### src/rtl/reg_file_pkg.sv
// Shared types and constants for the register-file write-back path.
package reg_file_pkg;

  localparam int DATA_W = 32;
  localparam int ADDR_W = 5;
  localparam int NUM_REQ = 2;

  typedef logic [ADDR_W-1:0] reg_idx_t;
  typedef logic [DATA_W-1:0] reg_data_t;

  // One pending write-back: destination index plus data.
  typedef struct packed {
    reg_idx_t  idx;
    reg_data_t data;
  } wb_req_t;

  localparam reg_idx_t X0 = '0;

  // x0 is hard-wired to zero, so writes to it are dropped.
  function automatic logic is_x0(input reg_idx_t r);
    return r == X0;
  endfunction

endpackage

### src/rtl/reg_file_wb_arbiter_skid.sv
// One-entry skid buffer for a write-back requester.
// Drops writes to x0 after completing the handshake, and frees its slot
// on the same edge it is granted so a fresh request can refill it.
module wb_skid_buf #(
  parameter int DATA_W = reg_file_pkg::DATA_W,
  parameter int ADDR_W = reg_file_pkg::ADDR_W
) (
  input  logic              clk,
  input  logic              rst_n,
  input  logic              in_valid,
  output logic              in_ready,
  input  logic [ADDR_W-1:0] in_reg,
  input  logic [DATA_W-1:0] in_data,
  input  logic              grant,
  output logic              full,
  output logic [ADDR_W-1:0] out_reg,
  output logic [DATA_W-1:0] out_data
);

  logic              full_q, full_d;
  logic [ADDR_W-1:0] reg_q, reg_d;
  logic [DATA_W-1:0] data_q, data_d;
  logic              load;

  // Ready depends only on registered state and the grant, never on valid.
  assign in_ready = ~full_q | grant;

  // Load on an accepted non-x0 request; otherwise a grant empties the slot.
  always_comb begin
    load   = in_valid & in_ready & (in_reg != '0);
    full_d = (full_q & ~grant) | load;
    reg_d  = load ? in_reg  : reg_q;
    data_d = load ? in_data : data_q;
  end

  // Buffer state; reset discards any held write.
  always_ff @(posedge clk or negedge rst_n) begin
    if (!rst_n) begin
      full_q <= 1'b0;
      reg_q  <= '0;
      data_q <= '0;
    end else begin
      full_q <= full_d;
      reg_q  <= reg_d;
      data_q <= data_d;
    end
  end

  assign full     = full_q;
  assign out_reg  = reg_q;
  assign out_data = data_q;

endmodule

### src/rtl/reg_file_wb_arbiter.sv
// Round-robin arbiter sharing the register file write port between the
// ALU (requester 0) and load unit (requester 1) write-backs.
// Optional feature macro: WB_ARB_FWD_EN adds two forwarding lookup ports
// that return the newest pending value for a source register.
module reg_file_wb_arbiter
  import reg_file_pkg::*;
#(
  parameter int DATA_W = reg_file_pkg::DATA_W,
  parameter int ADDR_W = reg_file_pkg::ADDR_W
) (
  input  logic              clk,
  input  logic              rst_n,
  input  logic              req0_valid,
  output logic              req0_ready,
  input  logic [ADDR_W-1:0] req0_reg,
  input  logic [DATA_W-1:0] req0_data,
  input  logic              req1_valid,
  output logic              req1_ready,
  input  logic [ADDR_W-1:0] req1_reg,
  input  logic [DATA_W-1:0] req1_data,
`ifdef WB_ARB_FWD_EN
  input  logic [ADDR_W-1:0] rd_reg_1,
  input  logic [ADDR_W-1:0] rd_reg_2,
  output logic              fwd_hit_1,
  output logic              fwd_hit_2,
  output logic [DATA_W-1:0] fwd_data_1,
  output logic [DATA_W-1:0] fwd_data_2,
`endif
  output logic              wr_en,
  output logic [ADDR_W-1:0] wr_reg,
  output logic [DATA_W-1:0] wr_data,
  output logic              busy
);

  logic [NUM_REQ-1:0]             req_valid, req_ready, full, grant;
  logic [NUM_REQ-1:0][ADDR_W-1:0] req_reg, sk_reg;
  logic [NUM_REQ-1:0][DATA_W-1:0] req_data, sk_data;

  logic              last_grant_q, last_grant_d;
  logic              wr_en_q, wr_en_d;
  logic [ADDR_W-1:0] wr_reg_q, wr_reg_d;
  logic [DATA_W-1:0] wr_data_q, wr_data_d;

  assign req_valid = {req1_valid, req0_valid};
  assign req_reg   = {req1_reg, req0_reg};
  assign req_data  = {req1_data, req0_data};
  assign req0_ready = req_ready[0];
  assign req1_ready = req_ready[1];

  genvar gi;
  generate
    for (gi = 0; gi < NUM_REQ; gi++) begin : g_skid
      wb_skid_buf #(.DATA_W(DATA_W), .ADDR_W(ADDR_W)) u_skid (
        .clk      (clk),
        .rst_n    (rst_n),
        .in_valid (req_valid[gi]),
        .in_ready (req_ready[gi]),
        .in_reg   (req_reg[gi]),
        .in_data  (req_data[gi]),
        .grant    (grant[gi]),
        .full     (full[gi]),
        .out_reg  (sk_reg[gi]),
        .out_data (sk_data[gi])
      );
    end
  endgenerate

  // Round-robin grant from registered state only; a tie goes to the
  // requester that did not win last time.
  always_comb begin
    grant[0] = full[0] & (~full[1] | last_grant_q);
    grant[1] = full[1] & (~full[0] | ~last_grant_q);
  end

  // Next write-stage contents and round-robin pointer.
  always_comb begin
    wr_en_d      = |grant;
    wr_reg_d     = wr_reg_q;
    wr_data_d    = wr_data_q;
    last_grant_d = last_grant_q;
    if (grant[0]) begin
      wr_reg_d     = sk_reg[0];
      wr_data_d    = sk_data[0];
      last_grant_d = 1'b0;
    end else if (grant[1]) begin
      wr_reg_d     = sk_reg[1];
      wr_data_d    = sk_data[1];
      last_grant_d = 1'b1;
    end
  end

  // Registered write stage; reset kills any in-flight write at once.
  always_ff @(posedge clk or negedge rst_n) begin
    if (!rst_n) begin
      wr_en_q      <= 1'b0;
      wr_reg_q     <= '0;
      wr_data_q    <= '0;
      last_grant_q <= 1'b1;
    end else begin
      wr_en_q      <= wr_en_d;
      wr_reg_q     <= wr_reg_d;
      wr_data_q    <= wr_data_d;
      last_grant_q <= last_grant_d;
    end
  end

  assign wr_en   = wr_en_q;
  assign wr_reg  = wr_reg_q;
  assign wr_data = wr_data_q;
  assign busy    = |full | wr_en_q;

`ifdef WB_ARB_FWD_EN
  logic [1:0][ADDR_W-1:0] rd_reg;
  logic [1:0]             fwd_hit;
  logic [1:0][DATA_W-1:0] fwd_data;
  logic                   newest;

  assign rd_reg = {rd_reg_2, rd_reg_1};

  // With both skids full the one that loses arbitration now is written
  // last, so it holds the newest value; the write stage is always oldest.
  assign newest = full[1] & full[0] & grant[0];

  // Forwarding lookup: newest skid, then the other skid, then write stage.
  always_comb begin
    for (int k = 0; k < 2; k++) begin
      fwd_hit[k]  = 1'b0;
      fwd_data[k] = '0;
      if (rd_reg[k] != '0) begin
        if (full[newest] && sk_reg[newest] == rd_reg[k]) begin
          fwd_hit[k]  = 1'b1;
          fwd_data[k] = sk_data[newest];
        end else if (full[~newest] && sk_reg[~newest] == rd_reg[k]) begin
          fwd_hit[k]  = 1'b1;
          fwd_data[k] = sk_data[~newest];
        end else if (wr_en_q && wr_reg_q == rd_reg[k]) begin
          fwd_hit[k]  = 1'b1;
          fwd_data[k] = wr_data_q;
        end
      end
    end
  end

  assign fwd_hit_1  = fwd_hit[0];
  assign fwd_hit_2  = fwd_hit[1];
  assign fwd_data_1 = fwd_data[0];
  assign fwd_data_2 = fwd_data[1];
`endif

endmodule

### config.mk
export PLATFORM = sky130hd
export DESIGN_NAME = reg_file_wb_arbiter
export DESIGN_NICKNAME = d
export VERILOG_FILES = /design/src/rtl/reg_file_pkg.sv /design/src/rtl/reg_file_wb_arbiter_skid.sv /design/src/rtl/reg_file_wb_arbiter.sv
export SDC_FILE = /design/constraint.sdc
export NUM_CORES = 1
export LEC_CHECK = 0
export ABC_AREA = 1
export ABC_CLOCK_PERIOD_IN_PS = 1500
export CAP_MARGIN = 20
export CORE_AREA = 5 5 114 116
export CTS_CLUSTER_DIAMETER = 200
export DETAILED_ROUTE_END_ITERATION = 10
export DIE_AREA = 0 0 119 121
export GPL_ROUTABILITY_DRIVEN = 0
export PLACE_DENSITY = 0.87
export SLEW_MARGIN = 5
export SYNTH_ARGS = -nofsm -noshare
export SYNTH_HDL_FRONTEND = slang
export SYNTH_SLANG_ARGS = --single-unit
### constraint.sdc
create_clock -name clk -period 1.5 [get_ports clk]
set_clock_uncertainty 0.15 [all_clocks]
set_input_delay 0.3 -clock clk [delete_from_list [all_inputs] [get_ports clk]]
set_output_delay 0.3 -clock clk [all_outputs]
set_load 0.01 [all_outputs]
# Yosys cells after proc, flatten, opt, wreduce, memory -nomap -nowiden
# Cells that the tools add are included.
# totals
reg_bits	115
inputBits	78
output_inout_bits	41
# classes
muxes	6
bitwise_logic	20
n_reduce_logical	5
# op_table
op	n
32-bit two-way mux	2
5-bit two-way mux	2
5-bit nonzero test	2
1-bit bitwise AND	8
1-bit OR	7
1-bit inverter	5
2-bit OR reduction	2
1-bit two-way mux	2
2-bit nonzero test	1

# Longest topological paths before layout
# Gate-level depths: netlist of run 1.
# logic_depth
depth_word	7
mapped_depth	9
ltp_nobuf	7

# By module
# A second synthesis of run 1 with hierarchy kept.
# unflattened
hier_cells	655
hier_area_um2	5233.8
# by_module_without_submodules
module	instances	cells_per_inst	area_each_um2	seq_area_each_um2
wb_skid_buf	2	169	1540.2	950.9
reg_file_wb_arbiter	1	317	2153.3	977.2

# Worst setup path before layout of run 1
# OpenSTA, ideal clock, no wires.
# synth_path
path_type	register to output
start	register g_skid[0].u_skid.full_q
end	output port busy
arrival_ns	1.056
path_slack_ns	-0.006
path_stages_with_launch	6
path_cell_list	dfrtp_1 -> buf_4 -> inv_1 -> nand2_1 -> buf_4 -> or2_2
# synth_via
elab_chain_cells	2
# synth_rtl
item	line	text
start: declaration	reg_file_wb_arbiter_skid.sv:20	logic full_q, full_d;
start signal: assignment	reg_file_wb_arbiter_skid.sv:43	full_q <= full_d;
2-bit OR reduction	reg_file_wb_arbiter.sv:110	assign busy = |full | wr_en_q;
1-bit OR	reg_file_wb_arbiter.sv:110	
end: declaration	reg_file_wb_arbiter.sv:32	output logic busy
# No other way between the ends.

# Worst setup path after layout of run 1
# Ends and elaborated chain as after synthesis.

==> impl_metrics.tcl, run 1 <==
set metrics [dict create \
    outcome "finished, violations left" \
    violations "setup timing" \
    layout_worst_path_cycle_share_pct 117 \
    cp_slowest_cell "dfrtp_2" \
    p_per_area_mw_per_mm2 1890 \
    synth.area.top_cells "dfrtp_1 54%, nand2_1 16%, nand3_1 14%, nand3b_1 5.2%, buf_6 2.8%" \
    ys_seq_area_share_pct 54.1 \
    timing.final.ws_setup_ns -0.256 \
    final_util_pct 76.2 \
    antennaDiodeCount 0 \
    critPathKind "reg -> out" \
    cp.buffers_inverters 2 \
    routedWlPerCell_um 20.8 \
    rr_worst_depth 9 \
    htreeDepth 4 \
    reg2reg_setup_slack_ns -0.19 \
    tightest_slew_ns 0.486 \
    r2r-start "last_grant_q" \
    antenna_found_initial 0 \
    fin_area_mm2 0.00900 \
    slowest_delay_ns 0.43 \
    syn-num-nets 708 \
    finalPower_mw 17.0 \
    syn_area_per_cell_um2 8.44 \
    start_util_pct 45.0 \
    crit_path_end_kind "output port" \
    dp_cells 881 \
    fin_setup_tns_ns -9.22 \
    clockBufferDepth 2 \
    synthCells 630 \
    rsz0062_at_grt "true" \
    pre_cts_ws_ns -0.233 \
    overflow 0 \
    die_h_um 121 \
    port_buffers 118 \
    core_area_mm2 0.0118 \
    cts_num_sinks 115 \
    yosysMostFrequentCell "nand2_1" \
    leakagePower_nw 4.49 \
    dieArea_mm2 0.0144 \
    worstPathCellList "inv_2 -> nand2_4 -> or2_4 -> buf_6" \
    core.rowCount 40 \
    grt_pass1_wl_mm 29.1 \
    ys_warn_count 0 \
    die_width_um 119 \
    cp-start-kind "flop" \
    synthArstFlopShare_pct 100 \
    instances_no_fill 945 \
    synth_flop_cell "dfrtp_1" \
    drtIter0Drc 476 \
    synth_edf_count 0 \
    grt_max_degree 42 \
    hold_ws_ns 0.186 \
    dp_hpwl_mm 9.87 \
    power.net_switching_mw 6.40 \
    area_growth_pct 69.2 \
    largest_reg_flops 64 \
    io_pins 119 \
    clkTransAtPathRegs_ns 0.06 \
    cp_data_required_time_ns 1.05 \
    root_buffer "clkbuf_16" \
    fmax_ghz 0.569 \
    grt_util_all_layers_pct 26.0 \
    worstPathArrival_ns 1.31 \
    power_frac_comb_pct 46.1 \
    syn_area_mm2 0.00532 \
    cts_tree "done" \
    slew_headroom_pct 67.6 \
    drc 0 \
    p_sw_share_pct 37.6 \
    seq_power_share_pct 29.5 \
    synthTopCellsByCount "232 x nand2_1, 144 x nand3_1, 114 x dfrtp_1" \
    p_int_mw 10.6 \
    final_hold_viol_count 0 \
    synth-seq-cells 115 \
    numCtsBuffers 17 \
    layout_min_cycle_time_ns 1.76 \
    worst-path-max-fanout 3 \
    hold_path.class "in -> async" \
    max_cap_viol_count 0 \
    pwr-share-clk_pct 24.4 \
    first_pass_iters 7 \
    vias 5297 \
    nNetsFinal 864 \
    drive_gt1_share_pct 40.2 \
    place_area_mm2 0.00675 \
    synth.top_cell.area_share_pct 53.6 \
    finalSetupViolations 98 \
    peakVddDrop_v 0.00104 \
    critPathTopFamily "flip-flops" \
    finalWirelength_mm 19.6 \
    grt_pass1_vias 5473 \
    vias_per_cell 5.61 \
    ant_nets 0 \
    synth_cell_types 18 \
    slew_violations 0 \
    rr_endpoint "wr_data[2]" \
    yosysTopAreaCell "dfrtp_1" \
    clk_latency_ns 0.40 \
]
## layer usage
metal / up-vias / track usage [%] / wire, µm
li1: 2343 / - / -
met1: 2649 / 31.8 / 7530
met2: 262 / 44.5 / 10200
met3: 43 / 6.25 / 1390
met4: 0 / 10.1 / 466
met5: - / 0 / 0
## cell families after synthesis
kind of cell / synth area share [%]
AO/OA/AOI/OAI: 0.0940
buffers and inverters: 9.01
flip-flops: 54.1
AND/OR/NAND/NOR: 36.8
## how the worst max path moves through the flow
stage / startpoint / endpoint / cells past startpoint
after detailed placement: req0_reg[3] / g_skid[0].u_skid.out_reg[3] / 7
after floorplan: last_grant_q / g_skid[0].u_skid.out_data[12] / 9
after CTS: g_skid[0].u_skid.full / busy / 4
after global placement: g_skid[0].u_skid.full / busy / 4
final: g_skid[0].u_skid.full / busy / 4
after global routing: g_skid[0].u_skid.full / busy / 4
## power groups by stage
stage	clock network, mW	registers [mW]	logic [mW]
finish	4.15	5.02	7.85
CTS	4.16	4.88	7.47
floorplan	0	4.97	2.65
global placement	0	4.82	4.96
detailed placement	0	4.84	5.12
global route	4.30	5.12	8.40
## cell usage in the layout (no fill, tap or decap), types with 24 or more instances in the layout
master	synthesis	final
dfrtp_1	114	113
nand3b_1	37	37
nand2_4	0	58
buf_12	0	24
inv_1	39	37
nand3_1	144	73
nand2_2	3	57
clkdlybuf4s50_1	0	76
nand3_2	2	65
nand2_1	232	116
## what timing repair did
action	4_1_cts	5_1_grt
pin swaps	36	78
buffers inserted	24	5
setup endpoints to repair	154	136
hold buffers	1	0
gates resized for setup	246	185
gates cloned	17	2
hold endpoints to repair	107	0
## cell type report
type                       instances  area (µm²)
inverter                          42         170
timing repair buffer             183        2150
tap                              147         184
clock inverter                     9         129
clock buffer                      22         474
multi-input combinational        427        3010
sequential                       115        2880
fill                             721        2810
Note: power is estimated with default switching activity, not from simulation.
==> run 2: changes to the inputs <==
CORE_AREA = 2 2 111 113   (was 5 5 114 116)
DIE_AREA = 0 0 113 115   (was 0 0 119 121)
==> impl_metrics.tcl, run 2 (synthesis gave the netlist of run 1 again) <==
set metrics [dict create \
    final_util_pct 73.4 \
    r2r-start "g_skid[1].u_skid.full" \
    tightest_slew_ns 0.675 \
    cp_data_required_time_ns 1.05 \
    outcome "finished, violations left" \
    numCtsBuffers 17 \
    dp_hpwl_mm 9.34 \
    place_area_mm2 0.00673 \
    instances_no_fill 955 \
    layout_min_cycle_time_ns 1.76 \
    drtIter0Drc 416 \
    die_width_um 113 \
    io_pins 119 \
    max_cap_viol_count 0 \
    root_buffer "clkbuf_16" \
    port_buffers 118 \
    critPathKind "reg -> out" \
    hold_path.class "in -> async" \
    rsz0062_at_grt "true" \
    grt_pass1_wl_mm 28.1 \
    core.rowCount 40 \
    nNetsFinal 875 \
    grtUsageMet3_pct 7.96 \
    peakVddDrop_v 0.00104 \
    worstPathArrival_ns 1.31 \
    grt_pass1_vias 5272 \
    fmax_ghz 0.568 \
    crit_path_end_kind "output port" \
    rr_endpoint "g_skid[0].u_skid.out_data[22]" \
    clkTransAtPathRegs_ns 0.05 \
    fin_area_mm2 0.00867 \
    layout_worst_path_cycle_share_pct 117 \
    finalSetupViolations 104 \
    antennaDiodeCount 0 \
    rr_worst_depth 10 \
    worstPathCellList "inv_2 -> nand2_2 -> or2_4 -> buf_6" \
    cts_tree "done" \
    final_common_cell "nand2_1" \
    leakagePower_nw 4.41 \
    dieArea_mm2 0.0130 \
    die_h_um 115 \
    grt_util_all_layers_pct 28.9 \
    cts_num_sinks 115 \
    overflow 0 \
    grt_use_met2_pct 48.5 \
    cp.buffers_inverters 2 \
    cp_slowest_cell "dfrtp_1" \
    core_area_mm2 0.0118 \
    grt_max_degree 39 \
    routedWlPerCell_um 19.7 \
    vias 5250 \
    largest_reg_flops 64 \
    vias_per_cell 5.50 \
    slew_violations 0 \
    ant_nets 0 \
    critPathTopFamily "flip-flops" \
    timing.final.ws_setup_ns -0.261 \
    cp-start-kind "flop" \
    busiest_layer "met2" \
    slew_headroom_pct 55.0 \
    slowest_delay_ns 0.40 \
    reg2reg_setup_slack_ns -0.21 \
    drc 9 \
    dp_cells 882 \
    use_met1_pct 35.4 \
    first_pass_iters 9 \
    worst-path-max-fanout 2 \
    p_per_area_mw_per_mm2 1890 \
    clk_latency_ns 0.42 \
    final_hold_viol_count 0 \
    antenna_found_initial 0 \
    clockBufferDepth 2 \
    drive_gt1_share_pct 34.3 \
    violations "DRC, setup timing" \
    finalWirelength_mm 18.8 \
    area_growth_pct 63.0 \
    layout_common_cells "149 x nand2_1, 113 x dfrtp_1, 102 x nand3_1, 76 x clkdlybuf4s50_1, 49 x nand2_4" \
    htreeDepth 4 \
    start_util_pct 45.0 \
]
==> run 2: cell types whose count changed in the layout (fill, tap and decap cells not counted), sizes merged <==
cell,change
buf,+26
bufinv,-2
clkbuf,-7
clkdlybuf4s15,-6
clkinv,+1
clkinvlp,-2
==> run 2: how the worst max path moves through the flow <==
| stage | start | endpoint | slack [ns] | depth (start not counted) |
|---|---|---|---|---|
| detailed placement | req1_valid | g_skid[1].u_skid.out_data[7] | -0.28 | 7 |
| global placement | req1_valid | g_skid[1].u_skid.out_data[11] | -0.22 | 7 |
| floorplan | last_grant_q | g_skid[0].u_skid.out_data[12] | 0.05 | 9 |
| finish | g_skid[1].u_skid.full | busy | -0.26 | 4 |
| global route | g_skid[1].u_skid.full | busy | -0.30 | 4 |
| CTS | g_skid[0].u_skid.full | busy | -0.27 | 4 |
==> run 2: metrics by stage <==
step	total power, mW	hold WS, ns	TNS, ns	setup WS [ns]
detailed placement	9.83	0.0934	-18.60	-0.277
global placement	9.69	0.0910	-15.77	-0.223
CTS	15.6	0.206	-9.46	-0.268
finish	16.4	0.201	-12.65	-0.261
floorplan	7.63	-0.146	0	0.0459
global route	17.2	0.236	-18.79	-0.295
==> run 2: layout make-up <==
class	count	area, µm²
well taps	147	184
multi-input cells	427	2700
clock buffers	24	482
repair buffers	194	2210
flip-flops and latches	115	2880
fillers	808	3140
clock inverters	6	55.1
inverters	42	168
==> run 2: worst register-to-register path, cell delays in order, from the launching register on <==
cell and delay (ns):
dfrtp_1 0.38, buf_4 0.20, nand3_4 0.10, buf_6 0.13, nand2_4 0.06, inv_6 0.05
buf_8 0.14, buf_12 0.13, buf_16 0.13, nand3_1 0.07, nand2_1 0.06
==> run 2: timing repair <==
| item | CTS | global route |
|---|---|---|
| hold buffers | 1 | 0 |
| pin swaps | 40 | 56 |
| setup endpoints to repair | 153 | 137 |
| setup buffers | 21 | 8 |
| cloned | 18 | 0 |
| gates resized for setup | 257 | 127 |
| hold endpoints to repair | 40 | 0 |
==> run 2: routing by layer <==
metal,vias to the layer above,wire length (µm)
li1,2369,-
met1,2545,6990
met2,272,9570
met3,64,1560
met4,0,665
met5,-,0
==> run 2: power by group <==
group | internal, mW | total, mW | switching (mW)
logic | 3.63 | 7.76 | 4.14
registers | 4.22 | 4.92 | 0.708
clock network | 2.37 | 3.72 | 1.35
==> run 3: changes to the inputs <==
ABC_CLOCK_PERIOD_IN_PS = not set   (was 1500)
CORE_AREA = 2 2 106 108   (was 2 2 111 113)
DIE_AREA = 0 0 108 110   (was 0 0 113 115)
PLACE_DENSITY = 0.9   (was 0.87)
clock period = 1.7 ns   (was 1.5 ns; I/O delays follow)
==> impl_metrics.tcl, run 3 (synthesis gave the netlist of run 1 again) <==
set metrics [dict create \
    outcome "finished, violations left" \
    violations "setup timing" \
    die_h_um 110 \
    rsz0062_at_grt "true" \
    final_common_cell "nand2_1" \
    fmax_ghz 0.525 \
    tightest_slew_ns 0.482 \
    slew_headroom_pct 67.9 \
    drive_gt1_share_pct 18.0 \
    critPathTopFamily "flip-flops" \
    rr_worst_depth 11 \
    finalPower_mw 13.0 \
    port_buffers 118 \
    worstPathArrival_ns 1.41 \
    max_cap_viol_count 0 \
    grt_pass1_vias 5380 \
    multi_input_area_mm2 0.00213 \
    layout_common_cells "194 x nand2_1, 141 x nand3_1, 113 x dfrtp_1, 76 x clkdlybuf4s50_1" \
    cts_tree "done" \
    ant_nets 0 \
    drtIter0Drc 330 \
    final_util_pct 72.7 \
    clk_latency_ns 0.51 \
    numCtsBuffers 17 \
    finalWirelength_mm 17.4 \
    root_buffer "clkbuf_8" \
    critPathKind "reg -> out" \
    slew_violations 0 \
    layout_min_cycle_time_ns 1.90 \
    routedWlPerCell_um 18.8 \
    cp_data_required_time_ns 1.21 \
    area_growth_pct 46.2 \
    overflow 0 \
    finalSetupViolations 41 \
    largest_reg_flops 64 \
    antennaDiodeCount 0 \
    clockBufferDepth 2 \
    grt_pass1_wl_mm 25.2 \
    nFillCells 702 \
    dieArea_mm2 0.0119 \
    nNetsFinal 850 \
    antenna_found_initial 0 \
    dp_hpwl_mm 9.72 \
    crit_path_end_kind "output port" \
    worst-path-max-fanout 3 \
    vias_per_cell 5.66 \
    cp_slowest_cell "dfrtp_2" \
    layout_worst_path_cycle_share_pct 112 \
    worstPathCellList "inv_2 -> nand2_2 -> or2_4 -> buf_6" \
    hold_path.class "in -> async" \
    regArea_mm2 0.00288 \
    cp-start-kind "flop" \
    peakVddDrop_v 0.000872 \
    timing.final.ws_setup_ns -0.204 \
    drc 0 \
    first_pass_iters 5 \
    die_width_um 108 \
    path_depth 4 \
    clkTransAtPathRegs_ns 0.06 \
    core_area_mm2 0.0107 \
    leakagePower_nw 3.94 \
    io_pins 119 \
    final_hold_viol_count 0 \
    p_per_area_mw_per_mm2 1670 \
    htreeDepth 4 \
    vias 5232 \
    cts_num_sinks 115 \
    start_util_pct 49.7 \
    cp.buffers_inverters 2 \
    grt_util_all_layers_pct 27.8 \
    grt_max_degree 42 \
    core.rowCount 38 \
    slowest_delay_ns 0.43 \
]
[run 3: cell count changes in the layout (fill, tap and decap cells not counted), sizes merged, moves of 3 or more]
cell / before / now
buf: 92 / 48
bufinv: 1 / 4
clkbuf: 38 / 25
clkdlybuf4s15: 10 / 20
clkinvlp: 0 / 4
dlygate4sd2: 0 / 18
[run 3: timing repair]
action / 4_1_cts / 5_1_grt
gates cloned: 0 / 10
pin swaps: 0 / 4
gates resized for setup: 73 / 62
hold endpoints to repair: 115 / 0
endpoints found under the setup margin: 41 / 133
setup buffers: 9 / 3
hold buffers: 1 / 0
[run 3: final timing paths]
path / end / from / slack [ns]
max in group asynchronous: wr_data[2] / rst_n / 0.69
max reg2reg: g_skid[1].u_skid.out_reg[3] / g_skid[0].u_skid.full / -0.13
min in group clk: g_skid[1].u_skid.out_data[27] / req1_data[27] / 0.24
max: busy / g_skid[0].u_skid.full / -0.20
min reg2reg: g_skid[0].u_skid.out_data[10] / g_skid[0].u_skid.out_data[10] / 0.32
min: wr_data[28] / rst_n / 0.14
[run 3: worst register-to-register path, delay by kind of cell (launching register included)]
kind                   cells  cell delay (ns)
and+or+nand+nor            5             0.38
DFF                        1             0.43
buffers and inverters      6             0.77
[run 3: area by class of cell]
type / instances / share of cell area (%)
clock buffer: 19 / 5.55
clock inverter: 13 / 2.35
inverter: 42 / 2.16
multi-input combinational: 427 / 27.3
sequential: 115 / 37.0
tap: 140 / 2.25
timing repair buffer: 169 / 23.3
[run 3: metal layers]
layer / vias to the layer above / routed length [µm] / global-route usage, % / part of all wire, %
met5: - / 0 / 0 / 0
met2: 360 / 8860 / 49.0 / 51
li1: 2299 / - / - / -
met3: 61 / 1730 / 5.64 / 9.9
met4: 0 / 628 / 13.8 / 3.6
met1: 2512 / 6210 / 32.4 / 36
[run 3: report_power, final]
part / leakage [nW] / switching (mW) / internal [mW]
Combinational: 2.25 / 2.76 / 2.20
Clock: 0.290 / 1.29 / 2.42
Sequential: 1.39 / 0.632 / 3.72
[run 3: per-stage QoR]
stage               hold slack (ns)  TNS [ns]  std cells  setup slack (ns)  area, µm²
global placement              0.124    -0.435        873           -0.0697       6710
finish                        0.141     -3.98        925            -0.204       7780
CTS                           0.136    -0.779        915            -0.192       7430
floorplan                    -0.106         0        630             0.154       5320
global route                  0.163     -6.52        925            -0.262       7780
detailed placement            0.130     -2.16        873           -0.0888       6710
